`src/rtl/pipeline_controller.sv`:
```
// Hazard/stall/flush controller for a five-stage pipeline with a bounded memory-wait FSM.
// Optional performance counters (stall_cnt, flush_cnt, wait_cnt) are built when PIPE_CTRL_PERF_EN is defined.
module pipeline_controller #(
  parameter int MAX_WAIT = 16
) (
  input  logic       clk,
  input  logic       rst,
  input  logic       start,
  input  logic       IDEX_MemRead,
  input  logic [4:0] IDEX_Rt,
  input  logic [4:0] IFID_Rs,
  input  logic [4:0] IFID_Rt,
  input  logic       branch_taken,
  input  logic       jump,
  input  logic       mem_req,
  input  logic       mem_ready,
  output logic       PC_we,
  output logic [1:0] PC_sel,
  output logic       IFID_en,
  output logic       IDEX_en,
  output logic       EXMEM_en,
  output logic       MEMWB_en,
  output logic       IFID_flush,
  output logic       IDEX_bubble,
  output logic [1:0] state_o,
  output logic       error
`ifdef PIPE_CTRL_PERF_EN
  ,
  output logic [31:0] stall_cnt,
  output logic [31:0] flush_cnt,
  output logic [31:0] wait_cnt
`endif
);

  typedef enum logic [1:0] {
    IDLE     = 2'b00,
    RUN      = 2'b01,
    MEM_WAIT = 2'b10,
    ERROR    = 2'b11
  } state_e;

  localparam int CW = $clog2(MAX_WAIT + 1);

  state_e        state_q, state_d;
  logic [CW-1:0] cnt_q, cnt_d;
  logic          active;
  logic          freeze;
  logic          load_use;
  logic          stall;

  assign active   = (state_q == RUN) || (state_q == MEM_WAIT);
  assign freeze   = active && mem_req && !mem_ready;
  assign load_use = IDEX_MemRead && (IDEX_Rt != 5'd0) &&
                    ((IDEX_Rt == IFID_Rs) || (IDEX_Rt == IFID_Rt));
  assign stall    = active && !freeze && load_use;

  assign state_o  = state_q;
  assign error    = (state_q == ERROR);

  // NOTE: non-blocking assignments in clocked blocks so every register samples pre-edge values.
  always_ff @(posedge clk or negedge rst) begin
    if (!rst) begin
      state_q <= IDLE;
      cnt_q   <= '0;
    end else begin
      state_q <= state_d;
      cnt_q   <= cnt_d;
    end
  end

  // NOTE: every output gets a default first so no path through the block infers a latch.
  always_comb begin
    state_d     = state_q;
    cnt_d       = cnt_q;
    PC_we       = 1'b0;
    PC_sel      = 2'b00;
    IFID_en     = 1'b0;
    IDEX_en     = 1'b0;
    EXMEM_en    = 1'b0;
    MEMWB_en    = 1'b0;
    IFID_flush  = 1'b0;
    IDEX_bubble = 1'b0;

    case (state_q)
      IDLE: if (start) state_d = RUN;
      RUN: begin
        if (freeze) begin
          state_d = (MAX_WAIT <= 1) ? ERROR : MEM_WAIT;
          cnt_d   = CW'(1);
        end
      end
      MEM_WAIT: begin
        if (freeze) begin
          // The counter holds the number of frozen cycles seen so far.
          if (cnt_q >= CW'(MAX_WAIT - 1)) state_d = ERROR;
          cnt_d = cnt_q + CW'(1);
        end else begin
          state_d = RUN;
          cnt_d   = '0;
        end
      end
      ERROR: ;
    endcase

    // The exit cycle of MEM_WAIT is treated exactly like a RUN cycle.
    if (active && !freeze) begin
      PC_we    = 1'b1;
      IFID_en  = 1'b1;
      IDEX_en  = 1'b1;
      EXMEM_en = 1'b1;
      MEMWB_en = 1'b1;
      if (load_use) begin
        PC_we       = 1'b0;
        IFID_en     = 1'b0;
        IDEX_bubble = 1'b1;
      end else if (jump) begin
        PC_sel     = 2'b10;
        IFID_flush = 1'b1;
      end else if (branch_taken) begin
        PC_sel     = 2'b11;
        IFID_flush = 1'b1;
      end
    end
  end

`ifdef PIPE_CTRL_PERF_EN
  logic [31:0] stall_cnt_q, flush_cnt_q, wait_cnt_q;

  always_ff @(posedge clk or negedge rst) begin
    if (!rst) begin
      stall_cnt_q <= '0;
      flush_cnt_q <= '0;
      wait_cnt_q  <= '0;
    end else begin
      if (stall && (stall_cnt_q != '1))      stall_cnt_q <= stall_cnt_q + 32'd1;
      if (IFID_flush && (flush_cnt_q != '1)) flush_cnt_q <= flush_cnt_q + 32'd1;
      if (freeze && (wait_cnt_q != '1))      wait_cnt_q  <= wait_cnt_q + 32'd1;
    end
  end

  assign stall_cnt = stall_cnt_q;
  assign flush_cnt = flush_cnt_q;
  assign wait_cnt  = wait_cnt_q;
`else
  logic unused_stall;
  assign unused_stall = stall;
`endif

endmodule

```
`config.mk`:
```
export PLATFORM = sky130hd
export DESIGN_NAME = pipeline_controller
export DESIGN_NICKNAME = d
export VERILOG_FILES = /design/src/rtl/pipeline_controller.sv
export SDC_FILE = /design/constraint.sdc
export NUM_CORES = 1
export LEC_CHECK = 0
export CAP_MARGIN = 20
export CELL_PAD_IN_SITES_DETAIL_PLACEMENT = 1
export CELL_PAD_IN_SITES_GLOBAL_PLACEMENT = 1
export CORE_MARGIN = 3
export CORE_UTILIZATION = 30
export CTS_CLUSTER_SIZE = 25
export DETAILED_ROUTE_END_ITERATION = 8
export MAX_ROUTING_LAYER = met4
export PLACE_DENSITY_LB_ADDON = 0.05
export RECOVER_POWER = 50
export SYNTH_ARGS = -nofsm -noshare
export SYNTH_HDL_FRONTEND = slang
export SYNTH_SLANG_ARGS = --single-unit
```
`constraint.sdc`:
```
create_clock -name clk -period 2.7 [get_ports clk]
set_input_delay 0.27 -clock clk [delete_from_list [all_inputs] [get_ports clk]]
set_output_delay 0.27 -clock clk [all_outputs]
set_load 0.01 [all_outputs]
```
==> summary.md, run 1 <==
| Metric | Value |
|---|---|
| Crit path max fanout | `4` |
| Synth area leaders | `dfrtp_1 25%, ha_1 14%, xnor2_1 12%` |
| Seq/Total Area, Yosys | `0.250` |
| Crit end category | `output port` |
| Final Setup Violations | `0` |
| Synth top area share | `0.250` |
| Yosys reg bits | `7` |
| Startpoint Class | `input port` |
| Crit path cell chain | `clkdlybuf4s50_1, or4_1, o21a_1, a21oi_1, clkdlybuf4s50_1` |
| Share of cells above drive strength 1 | `0.0708` |
| Fmax achieved | `0.397 GHz` |
| Num CTS Buffers | `3` |
| Worst path arrival time | `2.25 ns` |
| Placed cell areas | `0.00105 sq mm` |
| Crit path top cell by count | `clkdlybuf4s50_1` |
| DP HPWL | `1.59 mm` |
| Cell accounting for the most synthesized area | `dfrtp_1` |
| Critical Path Stages | `5` |
| Final WL | `1.84 mm` |
| Largest net degree at the start of global routing | `9` |
| Rel. slew slack | `0.740` |
| Drt drc | `0` |
| Vias | `697` |
| CP top delay family | `buffers and inverters` |
| Gr usage total | `0.148` |
| CP startpoint | `IDEX_Rt[1]` |
| Reg2reg end | `state_o[0]` |
| Final Util | `0.519` |
| Die X | `54.4 um` |
| CTS tree | `built` |
| Final Max Slew Viols | `0` |
| Crit path time final | `2.52 ns` |
| Critical Path End | `IFID_flush` |
| H-tree levels | `1` |
| Via count of the first global-routing pass | `763` |
| Post-Layout Cell Count | `140` |
| CTS sink count | `7` |
| Drt initial violations | `2` |
| Die area | `0.00296 sq mm` |
| Post-Syn Nets | `110` |
| Worst-path clk slew | `0.05 ns` |
| Power, Total | `801 uW` |
| Kind of critical path | `in2out` |
| Slew @ Worst Pin | `0.386 ns` |
| Setup_tns | `0 ns` |
| Later-pin clock latency in the skew report | `0.25 ns` |
| R2R setup slack | `0.77 ns` |
| RePlAce Congestion | `0.713` |
| Avg WL per Cell | `13.1 um` |
| Antenna cell count | `0` |
| Inst Count DP | `136` |
| Final worst-path cycle share | `0.932` |
| Grt total ovfl | `0` |
| Yosys warnings | `0` |
| VDD IR max | `504 uV` |
| DR pass1 iterations | `2` |
| Cells after synthesis | `79` |
| Num rows | `16` |
| Antenna viol nets, final | `0` |
| Status | `finished clean` |
| Max Buffers Root-to-Sink | `2` |
| Initial antenna violation count | `0` |
| Netlist cell types | `28` |
| Number of port buffers | `34` |
| Max Cap Viol | `0` |
| Leak | `0.000457 uW` |
| WP data required | `2.43 ns` |
| Worst reg2reg startpoint | `state_o[1]` |
| Finished Cell Area | `0.00108 sq mm` |
| Die Ht | `54.4 um` |
| Post-Syn Area per Cell | `8.89 sq um` |
| Critical path buffer and inverter count | `2` |
| Slowest CP cell | `clkdlybuf4s50_1` |
| Delay of the slowest cell on the worst path | `0.57 ns` |
| Layout area overhead | `53.8%` |
| Clk_skew | `0.00158 ns` |
| Setup repair bufs after CTS | `0` |
| Endpoints failing hold | `0` |
| R2R depth | `6` |
| Starting density of the core | `0.337` |
| Mapped cell area | `702 sq um` |
| Drt via density | `4.98` |
| CTS Root Cell | `clkbuf_4` |
| RSZ-0062 raised after global routing | `no` |
| Top Ports | `35` |
| First-pass GRT wire length | `3.06 mm` |
| HP Class | `in2async` |
| Fin nets | `145` |
| Power per standard cell area | `742 mW/mm^2` |
| Core area | `0.00208 sq mm` |
==> cells in the mapped netlist <==
library cell  instances
o21a_1                1
and2_1                1
o22ai_1               2
xor2_1                1
and3b_2               1
nand3_1               2
inv_1                 6
o41ai_2               1
nand2_2               1
o21ai_0               8
dfrtp_1               7
a221oi_1              1
mux2i_1               3
a21oi_1               3
a21boi_0              1
nor2_1                1
buf_4                 4
a22o_1                1
and3_1                3
ha_1                  8
o221ai_1              1
o211ai_1              2
nand2_1               5
a21boi_1              1
clkbuf_1              1
xnor2_1              10
nand3b_1              2
or4_1                 1
==> power by group <==
| part | total [uW] | internal [uW] | switching (uW) | leakage, uW |
|---|---|---|---|---|
| Sequential | 159 | 129 | 30.4 | 0.0000925 |
| Combinational | 545 | 303 | 242 | 0.000350 |
| Clock | 97.2 | 56.5 | 40.7 | 0.0000150 |
==> logic make-up after synthesis <==
| logic type | Yosys count | share of synthesized area |
|---|---|---|
| AO/OA/AOI/OAI | 22 | 0.210 |
| XOR/XNOR | 11 | 0.137 |
| AND/OR/NAND/NOR | 17 | 0.137 |
| adder cells (fa/ha/maj) | 8 | 0.143 |
| flip-flops | 7 | 0.250 |
| multiplexers | 3 | 0.0428 |
| buffers and inverters | 11 | 0.0802 |
==> layout make-up <==
| type | count | area (sq um) |
|---|---|---|
| multi-input combinational | 61 | 473 |
| inverter | 6 | 22.5 |
| fill | 258 | 1000 |
| tap | 27 | 33.8 |
| timing repair buffer | 35 | 348 |
| sequential | 7 | 176 |
| clock buffer | 4 | 26.3 |
==> metrics by stage <==
step	hold slack, ns	setup WS, ns
5_1_grt	0.351	0.0370
4_1_cts	0.277	0.0479
2_1_floorplan	-0.0256	0.347
6_report	0.348	0.184
3_3_place_gp	0.488	0.205
3_5_place_dp	0.505	0.177
==> layer usage <==
layer,wire length (um),share of wire,track usage,vias up
li1,-,-,-,344
met3,89,0.048,0.0136,3
met1,821,0.45,0.162,324
met4,36,0.020,0.0996,0
met2,890,0.48,0.251,26
met5,0,0,-,-
==> registers in the layout, summed over array words and instances, names as in the netlist <==
signal and flops:
state_o 2, cnt_q 5
==> how the worst min path moves through the flow <==
| stage | from | end | slack, ns | depth (start not counted) |
|---|---|---|---|---|
| after CTS | rst | cnt_q[4] | 0.28 | 1 |
| after global placement | cnt_q[3] | cnt_q[3] | 0.49 | 1 |
| after floorplan | rst | cnt_q[0] | -0.03 | 0 |
| final | rst | cnt_q[4] | 0.35 | 1 |
| after detailed placement | cnt_q[3] | cnt_q[3] | 0.50 | 1 |
| after global routing | rst | state_o[1] | 0.35 | 1 |
==> placed cells by master, fill, tap and decap left out <==
cell / count
clkdlybuf4s50_1: 30
xnor2_1: 10
o21ai_0: 8
ha_1: 8
inv_1: 6
dfrtp_1: 6
nand2_1: 5
dlygate4sd3_1: 4
a21oi_1: 3
and3_1: 3
mux2i_1: 3
clkbuf_4: 3
nand3_1: 2
o22ai_1: 2
nand3b_1: 2
o211ai_1: 2
a21boi_2: 1
or4_1: 1
o21a_1: 1
a21boi_1: 1
nor2_1: 1
and3b_1: 1
o221ai_1: 1
nand2_2: 1
and2_1: 1
a221oi_1: 1
o41ai_2: 1
a22o_1: 1
xor2_1: 1
clkbuf_1: 1
buf_4: 1
dfrtp_2: 1
==> what timing repair did <==
action / in CTS / in global routing
gates resized for setup: 0 / 3
endpoints found under the setup margin: 0 / 6
hold buffers: 0 / 0
No activity file was read; power rests on OpenSTA's default activity.
==> run 2, diff against run 1 <==
--- a/config.mk
+++ b/config.mk
@@ -12,6 +12,7 @@
 export CORE_UTILIZATION = 30
 export CTS_CLUSTER_SIZE = 25
 export DETAILED_ROUTE_END_ITERATION = 8
+export GPL_TIMING_DRIVEN = 0
 export MAX_ROUTING_LAYER = met4
 export PLACE_DENSITY_LB_ADDON = 0.05
 export RECOVER_POWER = 50
==> summary.md, run 2 (synthesized netlist as in run 1, its figures left out) <==
| Metric | Value |
|---|---|
| Crit path cell chain | `clkdlybuf4s50_1, or4_1, o21a_1, a21oi_1, buf_4, clkdlybuf4s50_1` |
| Rel. slew slack | `0.742` |
| Slowest CP cell | `or4_1` |
| Antenna viol nets, final | `0` |
| Max FFs per register | `5` |
| DP HPWL | `1.60 mm` |
| HP Class | `in2async` |
| Crit end category | `output port` |
| First-pass GRT wire length | `2.93 mm` |
| Status | `finished clean` |
| Endpoints failing hold | `0` |
| Fin nets | `150` |
| Fmax achieved | `0.379 GHz` |
| Final Max Slew Viols | `0` |
| Drt drc | `0` |
| Gr usage total | `0.139` |
| Drt via density | `4.93` |
| WP data required | `2.43 ns` |
| CTS tree | `built` |
| Worst-path clk slew | `0.05 ns` |
| Crit path max fanout | `4` |
| Pint | `544 uW` |
| Comb power frac | `0.708` |
| Die X | `54.4 um` |
| RePlAce Congestion | `0.725` |
| Power per standard cell area | `776 mW/mm^2` |
| Starting density of the core | `0.337` |
| Final WL | `1.85 mm` |
| Startpoint Class | `input port` |
| Die area | `0.00296 sq mm` |
| Delay of the slowest cell on the worst path | `0.55 ns` |
| Commonest non-fill, non-tap cells in the layout | `30 x clkdlybuf4s50_1, 10 x xnor2_1, 8 x o21ai_0, 8 x ha_1, 6 x inv_1` |
| Grt total ovfl | `0` |
| Core area | `0.00208 sq mm` |
| Num CTS Buffers | `3` |
| Flop pwr share | `0.184` |
| Vias | `715` |
| Via count of the first global-routing pass | `694` |
| Later-pin clock latency in the skew report | `0.24 ns` |
| Antenna cell count | `0` |
| Leak | `0.000482 uW` |
| Layout area overhead | `60.1%` |
| Clock power frac | `0.107` |
| Final Util | `0.540` |
| Top Ports | `35` |
| Share of cells above drive strength 1 | `0.119` |
| CTS Root Cell | `clkbuf_4` |
| Max Buffers Root-to-Sink | `2` |
| Final worst-path cycle share | `0.978` |
| CTS sink count | `7` |
| Sw Share | `0.376` |
| Fill cell count | `255` |
| Psw | `327 uW` |
| H-tree levels | `1` |
| Kind of critical path | `in2out` |
| Setup WS post-layout | `0.0590 ns` |
| RSZ-0062 raised after global routing | `yes` |
| Slew @ Worst Pin | `0.383 ns` |
| Setup WS pre-CTS | `-0.0979 ns` |
| Reg with most FFs | `cnt_q` |
| Crit path top cell by count | `clkdlybuf4s50_1` |
| Max Cap Viol | `0` |
| Final Setup Violations | `0` |
| Largest net degree at the start of global routing | `9` |
| Clk_skew | `0.00208 ns` |
| Drt initial violations | `2` |
| Num rows | `16` |
| Number of port buffers | `34` |
| Worst path arrival time | `2.37 ns` |
| DR pass1 iterations | `2` |
| Avg WL per Cell | `12.7 um` |
| Die Ht | `54.4 um` |
| Initial antenna violation count | `0` |
| Commonest non-fill, non-tap cell in the layout | `clkdlybuf4s50_1` |
| Crit path time final | `2.64 ns` |
| VDD IR max | `569 uV` |
==> run 2: routing by layer <==
metal / part of all wire / GRT usage
met2: 0.48 / 0.235
met4: 0.018 / 0.0747
met1: 0.44 / 0.158
met5: 0 / -
met3: 0.061 / 0.0191
==> run 2: final cells by class <==
| class | count | area [sq um] | area share |
|---|---|---|---|
| well taps | 27 | 33.8 | 0.0301 |
| clock buffers | 4 | 26.3 | 0.0234 |
| multi-input cells | 61 | 482 | 0.429 |
| repair buffers | 35 | 348 | 0.310 |
| flip-flops and latches | 7 | 178 | 0.158 |
| plain buffers | 5 | 33.8 | 0.0301 |
| inverters | 6 | 22.5 | 0.0200 |
==> run 2: worst paths after layout <==
path                       startpoint    endpoint  slack [ns]  depth (start not counted)
max                        IDEX_Rt[1]   PC_sel[1]        0.06                          6
min                               rst    cnt_q[4]        0.35                          1
max reg2reg                state_o[0]  state_o[0]        0.82                          6
min reg2reg                  cnt_q[3]    cnt_q[3]        0.51                          1
max in group asynchronous         rst  state_o[1]        2.10                          1
min in group clk             cnt_q[3]    cnt_q[3]        0.51                          1
==> run 2: through the flow <==
| stage | cell area, sq um | setup TNS (ns) | power (uW) | instances | hold slack [ns] |
|---|---|---|---|---|---|
| finish | 1120 | 0 | 871 | 145 | 0.348 |
| global route | 1120 | -0.0458 | 953 | 145 | 0.364 |
| CTS | 1110 | 0 | 872 | 144 | 0.289 |
| detailed placement | 1080 | -0.0979 | 757 | 140 | 0.500 |
| global placement | 1080 | -0.0514 | 746 | 140 | 0.492 |
| floorplan | 702 | 0 | 486 | 79 | -0.0256 |
==> run 2: worst max-delay path, delay by kind of cell <==
| family | cells | cell delay (ns) |
|---|---|---|
| buf+inv | 3 | 1.14 |
| compound gates | 2 | 0.41 |
| simple gates | 1 | 0.55 |
==> run 2: power groups by stage <==
stage	Combinational (uW)	Clock [uW]	Sequential (uW)
5_1_grt	684	105	165
3_3_place_gp	589	0	157
2_1_floorplan	328	0	158
6_report	617	93.5	161
3_5_place_dp	597	0	160
4_1_cts	619	95.0	158
==> run 2: what timing repair did <==
action | 4_1_cts | 5_1_grt
resized for setup | 3 | 2
hold buffers | 0 | 0
setup buffers | 0 | 1
endpoints found under the setup margin | 8 | 3
